<file path="src/rtl/ovl_fire_pkg.sv">
// Shared event types for the OVL fire collector.
// Build macro OVL_FIRE_COVER_EN enables cover (fire bit2) events.
package ovl_fire_pkg;

   typedef enum logic [1:0] {
      EVT_ASSERT = 2'd0,
      EVT_XCHECK = 2'd1,
      EVT_COVER  = 2'd2
   } evt_type_e;

`ifdef OVL_FIRE_COVER_EN
   localparam int unsigned NUM_TYPES = 3;
`else
   localparam int unsigned NUM_TYPES = 2;
`endif

   // Event fields are sized for the largest supported configuration.
   localparam int unsigned EVT_CHK_W = 8;
   localparam int unsigned EVT_TS_W  = 32;

   typedef struct packed {
      logic [EVT_CHK_W-1:0] chk;
      evt_type_e            evt_type;
      logic [EVT_TS_W-1:0]  ts;
   } ovl_evt_t;

endpackage

</file>
<file path="src/rtl/ovl_fire_fifo.sv">
// Synchronous show-ahead FIFO of fire events; head is visible on rdata_o while not empty.
module ovl_fire_fifo
   import ovl_fire_pkg::*;
#(
   parameter int unsigned Depth = 8
) (
   input  logic     clk_i,
   input  logic     rst_ni,
   input  logic     clr_i,
   input  logic     wr_en_i,
   input  ovl_evt_t wdata_i,
   output logic     full_o,
   input  logic     rd_en_i,
   output ovl_evt_t rdata_o,
   output logic     empty_o
);

   localparam int unsigned AddrW = $clog2(Depth);

   // Extra MSB on each pointer distinguishes full from empty.
   logic [AddrW:0] wr_ptr_q, wr_ptr_d;
   logic [AddrW:0] rd_ptr_q, rd_ptr_d;
   ovl_evt_t       mem_q [Depth];
   logic           do_wr, do_rd;

   assign empty_o = (wr_ptr_q == rd_ptr_q);
   assign full_o  = (wr_ptr_q[AddrW] != rd_ptr_q[AddrW]) &&
                    (wr_ptr_q[AddrW-1:0] == rd_ptr_q[AddrW-1:0]);
   assign do_wr   = wr_en_i & ~full_o;
   assign do_rd   = rd_en_i & ~empty_o;
   assign rdata_o = mem_q[rd_ptr_q[AddrW-1:0]];

   always_comb begin
      wr_ptr_d = do_wr ? wr_ptr_q + 1'b1 : wr_ptr_q;
      rd_ptr_d = do_rd ? rd_ptr_q + 1'b1 : rd_ptr_q;
      if (clr_i) begin
         wr_ptr_d = '0;
         rd_ptr_d = '0;
      end
   end

   always_ff @(posedge clk_i or negedge rst_ni) begin
      if (!rst_ni) begin
         wr_ptr_q <= '0;
         rd_ptr_q <= '0;
      end else begin
         wr_ptr_q <= wr_ptr_d;
         rd_ptr_q <= rd_ptr_d;
      end
   end

   always_ff @(posedge clk_i) begin
      if (do_wr && !clr_i) begin
         mem_q[wr_ptr_q[AddrW-1:0]] <= wdata_i;
      end
   end

endmodule

</file>
<file path="src/rtl/ovl_fire_collector.sv">
// Collects OVL checker fires: per-checker fail counters, first-fail latch and an event stream.
// Build macro OVL_FIRE_COVER_EN adds cover (fire bit2) events.
module ovl_fire_collector
   import ovl_fire_pkg::*;
#(
   parameter int unsigned NUM_CHK    = 4,
   parameter int unsigned CNT_W      = 8,
   parameter int unsigned TS_W       = 16,
   parameter int unsigned FIFO_DEPTH = 8,
   localparam int unsigned ChkW      = (NUM_CHK > 1) ? $clog2(NUM_CHK) : 1
) (
   input  logic                     clk_i,
   input  logic                     rst_ni,
   input  logic                     enable_i,
   input  logic                     clr_i,
   input  logic [3*NUM_CHK-1:0]     fire_in_i,
   output logic                     evt_valid_o,
   input  logic                     evt_ready_i,
   output logic [ChkW-1:0]          evt_chk_o,
   output logic [1:0]               evt_type_o,
   output logic [TS_W-1:0]          evt_ts_o,
   output logic [NUM_CHK*CNT_W-1:0] fail_cnt_o,
   output logic                     any_fail_o,
   output logic [ChkW-1:0]          first_fail_chk_o,
   output logic [TS_W-1:0]          first_fail_ts_o,
   output logic                     overflow_o
);

   localparam int unsigned PendW = NUM_CHK * NUM_TYPES;

   logic [TS_W-1:0]               ts_q, ts_d;
   logic [NUM_CHK-1:0][CNT_W-1:0] cnt_q, cnt_d;
   logic                          any_fail_q, any_fail_d;
   logic [ChkW-1:0]               ff_chk_q, ff_chk_d;
   logic [TS_W-1:0]               ff_ts_q, ff_ts_d;
   logic [PendW-1:0]              pend_q, pend_d;
   logic                          overflow_q, overflow_d;
   logic [PendW-1:0]              fire_s, pop_mask, pop_clr;
   logic                          pop_found;
   logic [ChkW-1:0]               pop_chk;
   evt_type_e                     pop_type;
   logic                          fifo_wr, fifo_rd, fifo_full, fifo_empty;
   ovl_evt_t                      fifo_wdata, fifo_rdata;
   logic                          unused_bits;

   // Flattened as chk*NUM_TYPES + type, so ascending index is pop priority.
   always_comb begin
      fire_s = '0;
      for (int unsigned c = 0; c < NUM_CHK; c++) begin
         for (int unsigned t = 0; t < NUM_TYPES; t++) begin
            fire_s[c*NUM_TYPES + t] = enable_i & fire_in_i[3*c + t];
         end
      end
   end

   always_comb begin
      pop_found = 1'b0;
      pop_chk   = '0;
      pop_type  = EVT_ASSERT;
      pop_mask  = '0;
      for (int unsigned c = 0; c < NUM_CHK; c++) begin
         for (int unsigned t = 0; t < NUM_TYPES; t++) begin
            if (!pop_found && pend_q[c*NUM_TYPES + t]) begin
               pop_found                    = 1'b1;
               pop_chk                      = ChkW'(c);
               pop_type                     = evt_type_e'(2'(t));
               pop_mask[c*NUM_TYPES + t]    = 1'b1;
            end
         end
      end
   end

   // Fullness is judged at cycle start, so a same-cycle read never admits a write.
   assign fifo_wr    = pop_found & ~fifo_full;
   assign pop_clr    = fifo_wr ? pop_mask : '0;
   assign fifo_rd    = evt_valid_o & evt_ready_i;
   assign fifo_wdata = '{chk: EVT_CHK_W'(pop_chk), evt_type: pop_type, ts: EVT_TS_W'(ts_q)};

   always_comb begin
      ts_d       = enable_i ? ts_q + 1'b1 : ts_q;
      cnt_d      = cnt_q;
      any_fail_d = any_fail_q;
      ff_chk_d   = ff_chk_q;
      ff_ts_d    = ff_ts_q;
      pend_d     = (pend_q & ~pop_clr) | fire_s;
      overflow_d = overflow_q | (|(fire_s & pend_q & ~pop_clr));
      // Walk from the highest checker down so the lowest simultaneous fail wins.
      for (int unsigned i = 0; i < NUM_CHK; i++) begin
         if (fire_s[(NUM_CHK-1-i)*NUM_TYPES]) begin
            if (cnt_q[NUM_CHK-1-i] != '1) begin
               cnt_d[NUM_CHK-1-i] = cnt_q[NUM_CHK-1-i] + 1'b1;
            end
            if (!any_fail_q) begin
               any_fail_d = 1'b1;
               ff_chk_d   = ChkW'(NUM_CHK-1-i);
               ff_ts_d    = ts_q;
            end
         end
      end
      if (clr_i) begin
         ts_d       = '0;
         cnt_d      = '0;
         any_fail_d = 1'b0;
         ff_chk_d   = '0;
         ff_ts_d    = '0;
         pend_d     = '0;
         overflow_d = 1'b0;
      end
   end

   always_ff @(posedge clk_i or negedge rst_ni) begin
      if (!rst_ni) begin
         ts_q       <= '0;
         cnt_q      <= '0;
         any_fail_q <= 1'b0;
         ff_chk_q   <= '0;
         ff_ts_q    <= '0;
         pend_q     <= '0;
         overflow_q <= 1'b0;
      end else begin
         ts_q       <= ts_d;
         cnt_q      <= cnt_d;
         any_fail_q <= any_fail_d;
         ff_chk_q   <= ff_chk_d;
         ff_ts_q    <= ff_ts_d;
         pend_q     <= pend_d;
         overflow_q <= overflow_d;
      end
   end

   ovl_fire_fifo #(
      .Depth (FIFO_DEPTH)
   ) u_fifo (
      .clk_i   (clk_i),
      .rst_ni  (rst_ni),
      .clr_i   (clr_i),
      .wr_en_i (fifo_wr),
      .wdata_i (fifo_wdata),
      .full_o  (fifo_full),
      .rd_en_i (fifo_rd),
      .rdata_o (fifo_rdata),
      .empty_o (fifo_empty)
   );

   assign evt_valid_o      = ~fifo_empty;
   assign evt_chk_o        = fifo_empty ? '0 : fifo_rdata.chk[ChkW-1:0];
   assign evt_type_o       = fifo_empty ? 2'b00 : fifo_rdata.evt_type;
   assign evt_ts_o         = fifo_empty ? '0 : fifo_rdata.ts[TS_W-1:0];
   assign fail_cnt_o       = cnt_q;
   assign any_fail_o       = any_fail_q;
   assign first_fail_chk_o = ff_chk_q;
   assign first_fail_ts_o  = ff_ts_q;
   assign overflow_o       = overflow_q;

   // Upper event-field bits and (without cover support) fire bit2 are intentionally dropped.
   assign unused_bits = ^{fifo_rdata.chk, fifo_rdata.ts, fire_in_i};

endmodule

</file>
<file path="config.mk">
export PLATFORM = sky130hd
export DESIGN_NAME = ovl_fire_collector
export DESIGN_NICKNAME = d
export VERILOG_FILES = /design/src/rtl/ovl_fire_pkg.sv /design/src/rtl/ovl_fire_fifo.sv /design/src/rtl/ovl_fire_collector.sv
export SDC_FILE = /design/constraint.sdc
export NUM_CORES = 1
export LEC_CHECK = 0
export BUFFER_PORTS_ARGS = -buffer_cell sky130_fd_sc_hd__buf_2
export CORE_MARGIN = 5
export CORE_UTILIZATION = 61
export CTS_CLUSTER_SIZE = 24
export DETAILED_ROUTE_END_ITERATION = 7
export PLACE_DENSITY = 0.81
export SYNTH_ARGS = -nofsm -noshare
export SYNTH_HDL_FRONTEND = slang
export SYNTH_SLANG_ARGS = --single-unit
export TNS_END_PERCENT = 50
</file>
<file path="constraint.sdc">
create_clock -name clk_i -period 5.35 [get_ports clk_i]
set_input_delay 0 -clock clk_i [delete_from_list [all_inputs] [get_ports clk_i]]
set_output_delay 0 -clock clk_i [all_outputs]
set_load 0.05 [all_outputs]
</file>
Yosys cells after proc, flatten, opt, wreduce, memory -nomap -nowiden

Memories as Yosys holds them, arrays and structs flattened.
Cells that the tools add are included.

Register bits: 84
Latch bits: 0
RAM bits: 160
ROM bits: 0
Word-level logic and storage cells: 157
Memories kept: 1

Memory list:

| name         | depth | bits a word | rd ports | clocked after Yosys merged registers in | write ports | RTL line            | text |
|---|---|---|---|---|---|---|---|
| u_fifo.mem_q | 8     | 20          | 1        | 0                                       | 1           | ovl_fire_fifo.sv:23 | `ovl_evt_t mem_q [Depth];` |

$add $sub $neg: 7
Multiply operators: 0
Div/mod/pow operators: 0
Magnitude comparators: 0
Equal/unequal tests: 7
Shifts and indexed selects: 0
Multiplexer cells: 77
Bitwise logic cells: 20
Reductions and logical operators: 33

Operator list:

| cell                  | number |
|---|---|
| $mux 16               | 12 |
| $mux 8                | 10 |
| $mux 2                | 22 |
| $add 8x1->8 const B   | 4 |
| $mux 32               | 1 |
| $ne 8x8->1 const B    | 4 |
| $mux 1                | 28 |
| $and 8x8->8           | 3 |
| $reduce_bool 2->1     | 11 |
| $add 16x1->16 const B | 1 |
| $mux 4                | 4 |
| $and 1x1->1           | 12 |
| $logic_and 1x1->1     | 9 |
| $add 4x1->4 const B   | 2 |
| $logic_not 1->1       | 8 |
| $not 8->8             | 1 |
| $or 8x8->8            | 1 |
| $reduce_and 2->1      | 4 |
| $reduce_or 8->1       | 1 |
| $eq 4x4->1            | 1 |
| $eq 3x3->1            | 1 |
| $not 1->1             | 2 |
| $ne 1x1->1            | 1 |
| $or 1x1->1            | 1 |

Depth between registers and ports, before layout

Depth in word-level cells: 29
Gate-level depth with buffers: 7
Gate-level depth less buffers: 6

Cells and area by module

From an unflattened synthesis, not the netlist that was laid out.

Cells, all modules: 983
Area total of the unflattened synthesis: 17440.5 µm²

Modules (own cells, without submodules):

| module             | times used | cells each | area each (µm²) |
|---|---|---|---|
| ovl_fire_fifo      | 1          | 564        | 13455.4 |
| ovl_fire_collector | 1          | 419        | 3985.1 |

Worst setup path before layout

No wires, ideal clock.

Path kind: flip-flop to flip-flop
Start: register u_fifo.wr_ptr_q[0]
End: memory u_fifo.mem_q[2][0] (netlist name), enable pin
Setup time: 444 ps
Data arrival time: 3040 ps
Data required time: 4906 ps
Path slack: 1866 ps
Cell stages (with the launch flop): 7
Period minus slack after synthesis: 3484 ps
Cell sequence: dfrtp_1 > buf_2 > xor2_2 > nor4_4 > a31oi_2 > nand2_1 > nor4_1

Longest elaborated chain between the ends: 8

RTL lines:

| element                      | RTL line                                      | text |
|---|---|---|
| start, declared              | ovl_fire_fifo.sv:21                           | `logic [AddrW:0] wr_ptr_q, wr_ptr_d;` |
| start signal, assigned       | ovl_fire_fifo.sv:47                           | `wr_ptr_q <= wr_ptr_d;` |
| $eq 3x3->1                   | ovl_fire_fifo.sv:28                           | `(wr_ptr_q[AddrW-1:0] == rd_ptr_q[AddrW-1:0]);` |
| $logic_and 1x1->1            | ovl_fire_fifo.sv:27                           | `assign full_o = (wr_ptr_q[AddrW] != rd_ptr_q[AddrW]) &&` |
| $not 1->1                    | ovl_fire_fifo.sv:29, ovl_fire_collector.sv:74 |  |
| $and 1x1->1                  | ovl_fire_collector.sv:74                      | `assign fifo_wr = pop_found & ~fifo_full;` |
| $and 1x1->1                  | ovl_fire_fifo.sv:29                           | `assign do_wr = wr_en_i & ~full_o;` |
| $logic_and 1x1->1            | ovl_fire_fifo.sv:53                           | `if (do_wr && !clr_i) begin` |
| $mux 1                       | ovl_fire_fifo.sv:53                           |  |
| $mux 1 (not written as such) | ovl_fire_fifo.sv:54                           | `mem_q[wr_ptr_q[AddrW-1:0]] <= wdata_i;` |
| end, declared                | ovl_fire_fifo.sv:23                           |  |

Parallel ways exist; a longest one is shown, timed or not.

Worst setup path in the final report

Start: register u_fifo.rd_ptr_q[0]
End: memory u_fifo.mem_q[5][10] (netlist name), enable pin

Longest elaborated chain between the ends: 8

RTL lines:

| element                        | RTL line                                      | text |
|---|---|---|
| start, declared                | ovl_fire_fifo.sv:22                           | `logic [AddrW:0] rd_ptr_q, rd_ptr_d;` |
| start signal, assigned         | ovl_fire_fifo.sv:48                           | `rd_ptr_q <= rd_ptr_d;` |
| $eq 3x3->1 *                   | ovl_fire_fifo.sv:28                           |  |
| $logic_and 1x1->1 *            | ovl_fire_fifo.sv:27                           |  |
| $not 1->1 *                    | ovl_fire_fifo.sv:29, ovl_fire_collector.sv:74 |  |
| $and 1x1->1                    | ovl_fire_collector.sv:74                      |  |
| $and 1x1->1 *                  | ovl_fire_fifo.sv:29                           |  |
| $logic_and 1x1->1 *            | ovl_fire_fifo.sv:53                           |  |
| $mux 1 *                       | ovl_fire_fifo.sv:53                           |  |
| $mux 1 (not written as such) * | ovl_fire_fifo.sv:54                           |  |

Mark *: on every way between the ends. The rest lies on a longest branch, timed or not.

==> results.json <==
{
  "synth_area_per_cell_um2": 14.80,
  "outcome": "complete, no violations",
  "seqPwrFrac_pct": 44.5,
  "netlist_instances": 683,
  "path_clk_slew_ps": 60,
  "cts_sinks": 236,
  "p_per_area_nw_per_um2": 404.8,
  "num_rows": 47,
  "ctsHtreeMaxLevel": 1,
  "cts-buffers-inserted": 23,
  "fin_nets": 809,
  "diodes": 0,
  "layout-drive-gt1-share_pct": 23.03,
  "cap_violations": 0,
  "grt_pass1_vias": 6280,
  "slew_viol_final": 0,
  "path_buf_inv": 1,
  "avgViaCountPerCell": 5.943,
  "crit_family": "simple AND/OR/NAND/NOR gates",
  "syn_area_um2": 10110,
  "die-area_um2": 19250,
  "ys.flop_type": "edfxtp_1",
  "yosysUniqueCellTypes": 56,
  "gp_congestion": 0.8480,
  "grt_max_degree": 85,
  "fp.dieW_um": 138.7,
  "synth_largest_area_cell": "edfxtp_1",
  "fin_crit_ps": 3429,
  "yosysWarnings": 0,
  "fill_cells": 1087,
  "peakVddDrop_mv": 0.2116,
  "ys_seq_elements": 236,
  "p_clk_share_pct": 30.7,
  "die_h_um": 138.7,
  "route.detailed.drc": 0,
  "relSlewSlack_pct": 23.40,
  "core-area_um2": 16410,
  "num_vias": 6056,
  "post_layout_nonfiller_instances": 1019,
  "hold_viol": 0,
  "grt_pass1_wl_um": 33400,
  "synth.area.top_cells": "edfxtp_1 45%, dfrtp_1 21%, mux4_2 8.5%",
  "clock_path_buffers": 3,
  "p_switching_mw": 1.483,
  "hold_class": "in2async",
  "cp.arrival_ps": 3540,
  "async_flop_share_pct": 35.59,
  "p_leak_nw": 4.639,
  "dp.cells": 962,
  "cts_tree": "yes",
  "hpwl_um": 12500,
  "synth_most_common_cell": "edfxtp_1",
  "endpoint_kind": "flop",
  "internal-power_mw": 3.211,
  "netSwitchingFraction_pct": 31.59,
  "io_pins": 90,
  "startpoint_type": "flop",
  "area_growth_pct": 14.73,
  "grt_overflow": 0,
  "tns_ps": 0,
  "track_usage_pct": 21.56,
  "wl_per_cell_um": 20.16,
  "initial_core_util_pct": 61.61,
  "numPortBuffers": 84,
  "worst-path-max-fanout": 31,
  "clock_latency_ps": 500,
  "worstSetupPathType": "reg2reg",
  "pwr-share-comb_pct": 24.8,
  "yosys-top-cells-count": "152 x edfxtp_1, 105 x nor2_1, 84 x dfrtp_1",
  "ys_seq_area_share_pct": 65.95,
  "finalCritPeriodShare_pct": 64.08,
  "synth_edf_count": 152,
  "cts_root_buffer": "clkbuf_16",
  "antenna_found_initial": 0,
  "cp_slowest_cell": "and4_1",
  "synthDominantCellAreaShare_pct": 45.15,
  "clock_skew_ps": 15.33,
  "tightest_slew_ps": 1142,
  "dr.pass1.iters": 5,
  "cp.required_ps": 5460,
  "setup_violations": 0,
  "grt_setup_unrepaired": "no",
  "drtIter0Drc": 499,
  "cp_cell_sequence": "buf_4, xnor2_1, nand4_1, o31ai_2, nor2_1, and4_1",
  "final_antenna_net_count": 0,
  "max_freq_ghz": 0.2917,
  "synth_fp_nets": 707,
  "wl_um": 20540,
  "slowest_delay_ps": 960,
  "post_cts_buffers": 0
}
-- cells in the final DEF, fill, tap and decap left out, types with 8 or more instances in the layout --
cell type        n
nand3_1          8
mux2i_1         40
nand4_1         24
xnor2_1         19
mux4_2          38
nand2_1         33
dlygate4sd3_1   18
and3_1           9
buf_4           12
a21oi_1         19
xor2_1          33
edfxtp_1       152
buf_2           83
dfrtp_1         83
clkbuf_16       23
nor2_1         105
-- path summary, 6_finish.rpt --
check | slack [ps] | cells after the start | endpoint | start
max | 1920 | 6 | u_fifo.mem_q[5][10] | u_fifo.rd_ptr_q[0]
min | 220 | 2 | fail_cnt_o[13] | rst_ni
max reg2reg | 1920 | 6 | u_fifo.mem_q[5][10] | u_fifo.rd_ptr_q[0]
min reg2reg | 520 | 2 | first_fail_ts_o[7] | first_fail_ts_o[7]
max in group asynchronous | 4380 | 2 | u_fifo.rd_ptr_q[0] | rst_ni
min in group clk_i | 350 | 4 | overflow_o | fire_in_i[4]
-- cell type report --
type	count	area [µm²]	area share (%)
timing repair buffer	113	685.7	5.912
tap	220	275.3	2.373
multi-input combinational	403	3273	28.22
clock inverter	9	43.79	0.3776
inverter	8	30.03	0.2589
clock buffer	30	621.8	5.362
sequential	236	6668	57.49
-- cell families after synthesis --
family                     after synthesis  share of synthesized area (%)
buffers and inverters                   44                          2.042
adders and majority gates                7                         0.8664
AOI/OAI and AO/OA                       52                          3.676
and+or+nand+nor                        210                          10.06
other                                    1                        0.03710
xor gates and xnor gates                54                          4.827
DFF                                    236                          65.95
muxes                                   79                          12.54
-- per-layer routing --
metal | global-route usage [%] | routed length [µm] | up-vias
met5 | 0 | 0 | -
met4 | 4.737 | 350 | 0
met3 | 4.448 | 1438 | 31
met2 | 36.38 | 10210 | 212
met1 | 29.60 | 8537 | 3061
li1 | - | - | 2752
-- what timing repair did --
action / in CTS / in global routing
gates resized for setup: 0 / 0
endpoints found under the hold margin: 102 / 0
hold buffers: 18 / 0
-- registers in the layout (all words and copies together) (netlist names) --
register / count
first_fail_chk_o: 2
u_fifo.mem_q: 152
u_fifo.rd_ptr_q: 4
overflow_o: 1
any_fail_o: 1
ts_q: 16
first_fail_ts_o: 16
pend_q: 8
u_fifo.wr_ptr_q: 4
fail_cnt_o: 32
-- power groups by stage --
| stage | registers (mW) | clock network (mW) | logic (mW) |
|---|---|---|---|
| after floorplan | 2.10 | 0 | 0.925 |
| after global placement | 2.12 | 0 | 1.14 |
| after detailed placement | 2.13 | 0 | 1.16 |
| after CTS | 2.09 | 1.46 | 1.18 |
| after global routing | 2.10 | 1.55 | 1.25 |
| final | 2.09 | 1.44 | 1.16 |
-- metrics by stage --
stage                     power, mW  instance area (µm²)  worst slack, ps  hold slack (ps)  util, %
final                         4.694                11600             1921            221.6    70.69
after global routing          4.906                11600             1670            377.4    70.69
after CTS                     4.734                11600             1853            267.8    70.69
after detailed placement      3.292                10750             1986            256.2    65.53
after global placement        3.261                10750             2103            236.1    65.53
after floorplan               3.021                10110             1866           -295.6        -
Power figures use the tool's default switching activity.
